--- src/rtl/branch_predictor_pkg.sv ---
// Shared definitions for the dynamic branch predictor.
//   cnt2State : encodings of a 2-bit saturating counter (strongly/weakly
//               not-taken, weakly/strongly taken).
//   BP_*      : values of the branch_predictor MODE parameter.
package branch_predictor_pkg;

  typedef enum logic [1:0] {
    SNT = 2'd0,
    WNT = 2'd1,
    WT  = 2'd2,
    ST  = 2'd3
  } cnt2State;

  localparam int BP_BIMODAL = 0;
  localparam int BP_GSHARE  = 1;

endpackage

--- src/rtl/branch_predictor_sat.sv ---
// sat_counter_next: next value of a CNT_W-bit saturating up/down counter.
//   cur   in  CNT_W : present counter value
//   taken in  1     : 1 = step up (saturate at all-ones), 0 = step down (saturate at 0)
//   next  out CNT_W : value after one training step
module sat_counter_next
  import branch_predictor_pkg::*;
#(
  parameter int CNT_W = 2
) (
  input  logic [CNT_W-1:0] cur,
  input  logic             taken,
  output logic [CNT_W-1:0] next
);

  always_comb begin
    next = cur;
    if (taken) begin
      if (cur != {CNT_W{1'b1}}) next = cur + 1'b1;
    end else begin
      if (cur != '0) next = cur - 1'b1;
    end
  end

endmodule

--- src/rtl/branch_predictor.sv ---
// branch_predictor: table of saturating counters that predicts conditional
// branches in decode and is trained from the memory stage, in bimodal
// (PC-indexed) or gshare (PC XOR global history) mode, with resolved-branch
// and mispredict statistics.
//   clk            in  1       : rising-edge clock
//   rst            in  1       : asynchronous reset, active low
//   lookup_en      in  1       : decode holds a conditional branch
//   lookup_pc      in  32      : PC of the decode instruction
//   pred_take      out 1       : prediction (combinational, 0 when lookup_en=0)
//   pred_idx       out INDEX_W : table index used by this lookup
//   upd_en         in  1       : a branch resolves this cycle
//   upd_idx        in  INDEX_W : pred_idx carried with the resolving branch
//   upd_taken      in  1       : actual outcome
//   upd_mispredict in  1       : the prediction was wrong
//   stats_clr      in  1       : synchronous clear of br_cnt / miss_cnt
//   br_cnt         out 32      : resolved branches (saturating)
//   miss_cnt       out 32      : mispredicts (saturating)
module branch_predictor
  import branch_predictor_pkg::*;
#(
  parameter int INDEX_W   = 6,
  parameter int CNT_W     = 2,
  parameter int MODE      = BP_GSHARE,
  parameter int GHR_W     = 6,
  parameter int RESET_CNT = 1
) (
  input  logic               clk,
  input  logic               rst,
  input  logic               lookup_en,
  input  logic [31:0]        lookup_pc,
  output logic               pred_take,
  output logic [INDEX_W-1:0] pred_idx,
  input  logic               upd_en,
  input  logic [INDEX_W-1:0] upd_idx,
  input  logic               upd_taken,
  input  logic               upd_mispredict,
  input  logic               stats_clr,
  output logic [31:0]        br_cnt,
  output logic [31:0]        miss_cnt
);

  localparam int               ENTRIES   = 1 << INDEX_W;
  localparam logic [CNT_W-1:0] RESET_VAL = CNT_W'(RESET_CNT);

  logic [CNT_W-1:0]   cntTable [ENTRIES];
  logic [GHR_W-1:0]   ghr;
  logic [GHR_W-1:0]   ghrNext;
  logic [INDEX_W-1:0] pcIdx;
  logic [INDEX_W-1:0] ghrExt;
  logic [INDEX_W-1:0] lookupIdx;
  logic [CNT_W-1:0]   updCur;
  logic [CNT_W-1:0]   updNext;
  logic [31:0]        brCnt;
  logic [31:0]        missCnt;
  logic               unusedBits;

  function automatic logic [31:0] satInc(input logic [31:0] value, input logic inc);
    if (inc && (value != 32'hFFFF_FFFF)) return value + 32'd1;
    return value;
  endfunction

  // Word-aligned PC bits select the entry; byte offset and high bits are unused.
  assign pcIdx      = lookup_pc[INDEX_W+1:2];
  assign unusedBits = ^{lookup_pc[31:INDEX_W+2], lookup_pc[1:0], ghrExt};

  // History is aligned to the index LSBs; upper index bits come from the PC only.
  always_comb begin
    ghrExt              = '0;
    ghrExt[GHR_W-1:0]   = ghr;
  end

  generate
    if (MODE == BP_GSHARE) begin : gIdxGshare
      assign lookupIdx = pcIdx ^ ghrExt;
    end else begin : gIdxBimodal
      assign lookupIdx = pcIdx;
    end

    if (GHR_W == 1) begin : gGhrOne
      assign ghrNext = upd_taken;
    end else begin : gGhrShift
      assign ghrNext = {ghr[GHR_W-2:0], upd_taken};
    end
  endgenerate

  // Lookup reads registered state only, so a same-cycle update is not bypassed.
  assign pred_idx  = lookupIdx;
  assign pred_take = lookup_en & cntTable[lookupIdx][CNT_W-1];

  assign updCur = cntTable[upd_idx];

  sat_counter_next #(
    .CNT_W (CNT_W)
  ) uSatNext (
    .cur   (updCur),
    .taken (upd_taken),
    .next  (updNext)
  );

  // Table and history train only on resolved branches (non-speculative).
  always_ff @(posedge clk or negedge rst) begin
    if (!rst) begin
      for (int i = 0; i < ENTRIES; i++) cntTable[i] <= RESET_VAL;
      ghr <= '0;
    end else if (upd_en) begin
      cntTable[upd_idx] <= updNext;
      ghr               <= ghrNext;
    end
  end

  // Clear wins over a same-cycle increment.
  always_ff @(posedge clk or negedge rst) begin
    if (!rst) begin
      brCnt   <= '0;
      missCnt <= '0;
    end else if (stats_clr) begin
      brCnt   <= '0;
      missCnt <= '0;
    end else begin
      brCnt   <= satInc(brCnt, upd_en);
      missCnt <= satInc(missCnt, upd_en & upd_mispredict);
    end
  end

  assign br_cnt   = brCnt;
  assign miss_cnt = missCnt;

endmodule

--- config.mk ---
export PLATFORM = sky130hd
export DESIGN_NAME = branch_predictor
export DESIGN_NICKNAME = d
export VERILOG_FILES = /design/src/rtl/branch_predictor_pkg.sv /design/src/rtl/branch_predictor_sat.sv /design/src/rtl/branch_predictor.sv
export SDC_FILE = /design/constraint.sdc
export NUM_CORES = 1
export LEC_CHECK = 0
export BUFFER_PORTS_ARGS = -buffer_cell sky130_fd_sc_hd__buf_2
export CELL_PAD_IN_SITES_DETAIL_PLACEMENT = 0
export CELL_PAD_IN_SITES_GLOBAL_PLACEMENT = 1
export CORE_MARGIN = 5
export CORE_UTILIZATION = 30
export CTS_BUF_LIST = sky130_fd_sc_hd__clkbuf_2 sky130_fd_sc_hd__clkbuf_4 sky130_fd_sc_hd__clkbuf_8
export DETAILED_ROUTE_END_ITERATION = 10
export GPL_ROUTABILITY_DRIVEN = 0
export PLACE_DENSITY_LB_ADDON = 0.1
export SLEW_MARGIN = 20
export SYNTH_ARGS = -nofsm -noshare
export SYNTH_HDL_FRONTEND = slang
export SYNTH_HIERARCHICAL = 1
export SYNTH_SLANG_ARGS = --single-unit
--- constraint.sdc ---
create_clock -name clk -period 3.21 [get_ports clk]
set_input_delay 0.1605 -clock clk [delete_from_list [all_inputs] [get_ports clk]]
set_output_delay 0.1605 -clock clk [all_outputs]
set_load 0.02 [all_outputs]
-- After elaboration in Yosys (flattened, before gate mapping)
Index checks and enable logic that the tools add are counted.
- register bits: 198
- bits of input ports: 45
- output and inout bits: 71
- word-level logic and storage cells: 110
- add/sub/neg operators: 4
- order comparisons: 3
- eq/ne operators: 3
- mux-type cells: 22
- bitwise operators: 5
- reductions and logical operators: 6
- operator list (cell ; number):
    $mux W32 ; 6
    $bwmux W128 ; 1
    $add A32 B1 Y32 const B ; 2
    $ne A32 B32 Y1 const B ; 2
    $bmux W2 S6 ; 2
    $mux W2 ; 8
    $ge A7 B7 Y1 const B ; 2
    $not A6 Y7 ; 2
    $demux W2 S6 ; 1
    $lt A7 B1 Y1 const B ; 1
    $reduce_bool A2 Y1 ; 3
    $xor A6 B6 Y6 ; 1
    $mux W1 ; 4
    $logic_and A1 B1 Y1 ; 3
    $add A2 B1 Y2 const B ; 1
    $and A1 B1 Y1 ; 2
    $ne A2 B2 Y1 const B ; 1
    $sub A2 B1 Y2 const B ; 1

-- Logic depth before layout (Yosys ltp)
- depth in word-level cells: 8
- gate-level depth with buffers: 13
- depth with buffers taken out: 9

-- Cells and area by module
Netlist, hierarchy kept.
- modules (own cells, without submodules) (module ; instances ; cells each ; area each (µm²) ; seq. area each (µm²)):
    branch_predictor ; 1 ; 939 ; 10548.9 ; 5034.8
    sat_counter_next ; 1 ; 3 ; 26.3 ; 0.0

-- Worst setup path before layout
OpenSTA, ideal clock, no wires.
- path type: input to register
- start point: input upd_idx[2]
- end point: register cntTable[111] (netlist bit)
- setup time: 0.125 ns
- data arrival time: 2.719 ns
- required time: 3.085 ns
- slack: 0.366 ns
- cell stages on the path: 10
- path buffers: 4
- path through: clkbuf_1 buf_2 mux2_2 a221oi_1 o22ai_1 or4_1 maj3_2 buf_1 clkbuf_1 mux2_2
- cells in the longest elaborated chain, start to end: 8
- elaborated cells between the ends (all ways): 17
- those cells by class: add/sub: 2; order compare: 2; eq/ne: 1; mux: 9; bitwise: 1; reduce/logical: 2
- RTL lines (item ; RTL line ; RTL):
    from (decl) ; branch_predictor.sv:34 ; input logic [INDEX_W-1:0] upd_idx,
    $not A6 Y7 (implied by the code) (*) ; branch_predictor.sv:90 ; assign updCur = cntTable[upd_idx];
    $bmux W2 S6 (*) ; branch_predictor.sv:90 ;
    $mux W2 (implied by the code) (*) (2 in series) ; branch_predictor.sv:90 ;
    via updCur[1] ; branch_predictor.sv:51 ; logic [CNT_W-1:0] updCur;
    $sub A2 B1 Y2 (tied with other cells) ; branch_predictor_sat.sv:20 ; if (cur != '0) next = cur - 1'b1;
    $mux W2 (on tied branches) ; branch_predictor_sat.sv:20, branch_predictor_sat.sv:18 ;
    $mux W2 (*) ; branch_predictor_sat.sv:17 ; if (taken) begin
    via updNext[1] ; branch_predictor.sv:52 ; logic [CNT_W-1:0] updNext;
    $bwmux W128 (*) ; branch_predictor.sv:106 ; cntTable[upd_idx] <= updNext;
    to (signal, indexed assignment) ; branch_predictor.sv:106 ;
    to (decl) ; branch_predictor.sv:45 ; logic [CNT_W-1:0] cntTable [ENTRIES];
The timed path passes the listed nets; every way through them passes the cells marked *. The select of a mux whose other input is x is not followed.
A chain may end at the register's enable or synchronous reset.

-- Worst setup path after layout
- start point: register cntTable[115] (netlist bit)
- end point: register cntTable[7] (netlist bit)
- cells in the longest elaborated chain, start to end: 7
- elaborated cells between the ends (all ways): 11
- those cells by class: add/sub: 2; eq/ne: 1; mux: 7; reduce/logical: 1
- RTL lines (item ; RTL line):
    $bmux W2 S6 (*) ; branch_predictor.sv:90
    $mux W2 (implied by the code) (*) (2 in series) ; branch_predictor.sv:90
    via updCur[1] ; branch_predictor.sv:51
    $sub A2 B1 Y2 (tied with other cells) ; branch_predictor_sat.sv:20
    $mux W2 (on tied branches) ; branch_predictor_sat.sv:20, branch_predictor_sat.sv:18
    $mux W2 (*) ; branch_predictor_sat.sv:17
    via updNext[1] ; branch_predictor.sv:52
    $bwmux W128 (*) ; branch_predictor.sv:106
Marks and branches as above.

==> summary.md <==
| Metric | Value |
|---|---|
| Setup Skew | `0.0236 ns` |
| Cell Area, Synth | `10600 µm²` |
| Netlist cell types | `61` |
| Part of the power in combinational logic | `18.8%` |
| Overall Global Routing Usage | `16.7%` |
| Maximum root-to-sink buffer count | `2` |
| Count leader, synth | `mux2_2` |
| Depth of the CTS H-tree | `4` |
| Starting utilization of the core area | `30.5%` |
| Post-synthesis area per instance | `11.2 µm²` |
| IO Pins | `116` |
| Standard cell area after detailed placement | `12000 µm²` |
| Worst R2R Start | `cntTable[115]$_DFFE_PN0P_` |
| Wire length of the first global-routing pass | `50300 µm` |
| Outcome | `finished, final reports clean` |
| Fraction of the cycle the final worst path needs | `95.9%` |
| Rel. slew slack | `42.9%` |
| Reg area | `5040 µm²` |
| Number of standard-cell rows in the floorplan | `68` |
| Average wire per cell in the routed design | `20.9 µm` |
| Arrival time of data at the critical path endpoint | `3.46 ns` |
| Share of cells above drive strength 1 | `41.5%` |
| Most area-hungry cell type in the Yosys netlist | `dfrtp_1` |
| CTS tree | `done` |
| Power share of the clock group | `30.6%` |
| End point of the critical path | `cntTable[7]$_DFFE_PN0P_` |
| Number of flops mapped to enable cells by yosys | `0` |
| WHS Path Cells | `4` |
| Endpoint kind of the worst setup timing path | `register` |
| Count of nets left with antenna violations after detail routing | `0` |
| Number of synthesized register bits | `198` |
| Final Instance Area | `12500 µm²` |
| Clock slew at the register clock pins of the worst setup and hold paths | `0.11 ns` |
| Number of standard cells after synthesis | `942` |
| Synth-to-Final Area Change | `18.4%` |
| Antenna violations before repair | `0` |
| Number of vias per cell | `5.04` |
| Cell at the root of the clock tree | `clkbuf_8` |
| VDD IR max | `247 µV` |
| RSZ-0062 raised after global routing | `no` |
| Count of input and output buffers | `89` |
| Switching fraction of total power | `30.1%` |
| 1st-pass router iterations | `4` |
| Number of buffers inserted during clock tree synthesis | `17` |
| Routed wire length | `32200 µm` |
| Required time at the endpoint of the critical path | `3.59 ns` |
| First DRT Iteration DRCs | `439` |
| Tmin final | `3.08 ns` |
| CP startpoint kind | `register` |
| Warning count from the yosys run | `6` |
| Number of fill cells | `3560` |
| Via count of the first global-routing pass | `8157` |
| Highest Clock Rate | `325 MHz` |
| Count of cells along the worst register-to-register path | `9` |
| Final worst hold slack | `0.163 ns` |
| Kind of critical path | `reg2reg` |
| Area of the multi-input gates | `5290 µm²` |
| Static leakage power | `5.43 nW` |
| Die area | `39100 µm²` |
| Number of hold-slack violations in the final timing report | `0` |
| Commonest cells in the synthesized netlist | `145 x mux2_2, 134 x dfrtp_1, 106 x nor2_1` |
| Remaining global-route overflow | `0` |
| Seq pwr share | `50.6%` |
| Launch point of the worst path | `cntTable[115]$_DFFE_PN0P_` |
| Min-Delay Path Class | `in2reg` |
| Net switching component of the power | `0.00175 W` |
| Post-detailed-route DRC marker count | `0` |
| Number of nets produced by synthesis | `989` |
| HPWL reported at the end of detailed placement | `23100 µm` |
| Primary flip-flop cell chosen by synthesis mapping | `dfrtp_1` |
| Reg-to-reg critical path endpoint | `cntTable[7]$_DFFE_PN0P_` |
| Clock latency of the later-clocked register in the worst-skew pair | `0.51 ns` |
| Number of antenna diodes | `0` |
| Register-to-register path setup slack | `0.13 ns` |
| DIE WIDTH | `198 µm` |
| Area share of the largest cell type after synthesis | `31.7%` |
| Transition at the pin with the smallest max-transition slack | `0.849 ns` |
| Cell internal pwr | `0.00405 W` |
| Net count of the finished layout | `1124` |
| Number of violations of the max-capacitance limit | `0` |
| Seq/Total Area, Yosys | `47.6%` |
| TritonCTS Sinks | `198` |
| Areal power density over the cells | `463 nW/µm²` |
| Non-filler cells, final | `1545` |
| Setup-violating endpoint count in the final report | `0` |
| Top fanout value on the critical path | `23` |
| Max-slew violation count | `0` |
| Count of placed standard cells including taps | `1509` |
| Cell types with the largest area share after synthesis | `dfrtp_1 32%, dfstp_2 16%, mux2_2 15%, mux4_2 4.7%, nor2_1 3.8%` |
| Total number of vias | `7793` |
| Pin count of the biggest net entering global routing | `71` |
| Async set-reset flop share out of synthesis | `100%` |
| Layout Utilization | `36.1%` |
| Vertical extent of the die | `198 µm` |
| Core Area | `34700 µm²` |
flip-flops by register name, summed over array words and instances (netlist names):
| name | flops |
|---|---|
| cntTable | 128 |
| miss_cnt | 32 |
| br_cnt | 32 |
| ghr | 6 |
cells by family (layout without fill, tap and decap cells):
logic type      after synthesis  after routing  share of synthesized area (%)
xor+xnor                     56             56                           4.71
fa+ha+maj                     4              4                          0.450
mux                         193            193                           22.6
buf+inv                      68            216                           2.70
simple gates                327            327                           15.6
flops                       198            198                           47.6
compound gates               96             96                           6.38
critical path: stages (launching register included):
cell	delay, ns
dfrtp_1	0.43
a221oi_1	0.33
a21oi_1	0.07
o21ai_0	0.19
buf_4	0.15
o221ai_1	0.20
or4_1	0.67
maj3_2	0.44
buf_12	0.19
mux2_2	0.27
stage by stage:
step / worst slack (ns) / TNS, ns / total power [W]
final: 0.133 / 0 / 0.00580
after global placement: -0.109 / -6.61 / 0.00406
after global routing: 0.0112 / 0 / 0.00609
after detailed placement: -0.0847 / -4.87 / 0.00407
after CTS: 0.0323 / 0 / 0.00590
after floorplan: 0.366 / 0 / 0.00358
area by class of cell:
type / instances / share of cell area (%)
inverter: 15 / 0.450
clock inverter: 13 / 1.32
sequential: 198 / 40.2
clock buffer: 19 / 2.09
timing repair buffer: 169 / 9.19
tap: 455 / 4.55
multi-input combinational: 676 / 42.2
worst min-delay path by stage:
| stage | startpoint | end |
|---|---|---|
| floorplan | rst | br_cnt[0]$_DFFE_PN0P_ |
| global placement | rst | cntTable[63]$_DFFE_PN0P_ |
| detailed placement | rst | cntTable[63]$_DFFE_PN0P_ |
| CTS | upd_en | miss_cnt[2]$_DFFE_PN0P_ |
| global route | upd_en | miss_cnt[2]$_DFFE_PN0P_ |
| finish | upd_en | miss_cnt[2]$_DFFE_PN0P_ |
cells in the final DEF (no fill, tap or decap), types with 3 or more instances in the layout:
master    synthesis  routed
buf_4             3      70
or3_1             9       9
nor2_1          106     106
mux2_2          145     145
nand3_1          26      26
clkbuf_8          0      20
a221oi_1          8       8
nor3_1           26      26
nand3b_1          5       5
inv_1            14      13
a22oi_1          13      13
nand2_1          72      72
nor2b_1           8       8
and2_1            9       9
and4_1            7       7
buf_12            0       7
o22ai_1           4       4
inv_6             0       3
and3_1           12      12
o21ai_0          17      17
nand4_1          20      20
a22o_1           10      10
a21oi_1          19      19
mux4_2           22      22
nor3b_1           3       3
mux2i_1          26      26
xor2_1           25      24
o221ai_1          3       3
xnor2_1          30      30
or2_2             4       4
o211ai_1          5       5
a31oi_1           3       3
nand2b_1          3       3
buf_2             9      88
dfrtp_1         134     133
dfstp_2          64      64
a21o_1            3       3
per-layer routing:
layer,up-vias,GRT usage [%],part of all wire [%]
met5,-,0,0
met4,0,4.18,1.4
met3,22,2.98,3.1
met2,130,26.5,47
met1,3983,23.8,49
li1,3658,-,-
power groups by stage:
stage / registers [W] / logic, W / clock network [W]
global placement: 0.00298 / 0.00108 / 0
floorplan: 0.00293 / 0.000648 / 0
finish: 0.00293 / 0.00109 / 0.00178
global route: 0.00296 / 0.00118 / 0.00194
CTS: 0.00294 / 0.00111 / 0.00185
detailed placement: 0.00298 / 0.00109 / 0
timing repair:
action,4_1_cts,5_1_grt
hold buffers,2,0
buffers inserted,2,0
endpoints found under the setup margin,1,1
pin swaps,1,0
hold endpoints to repair,42,0
resized for setup,2,2
No activity file was read; power rests on OpenSTA's default activity.
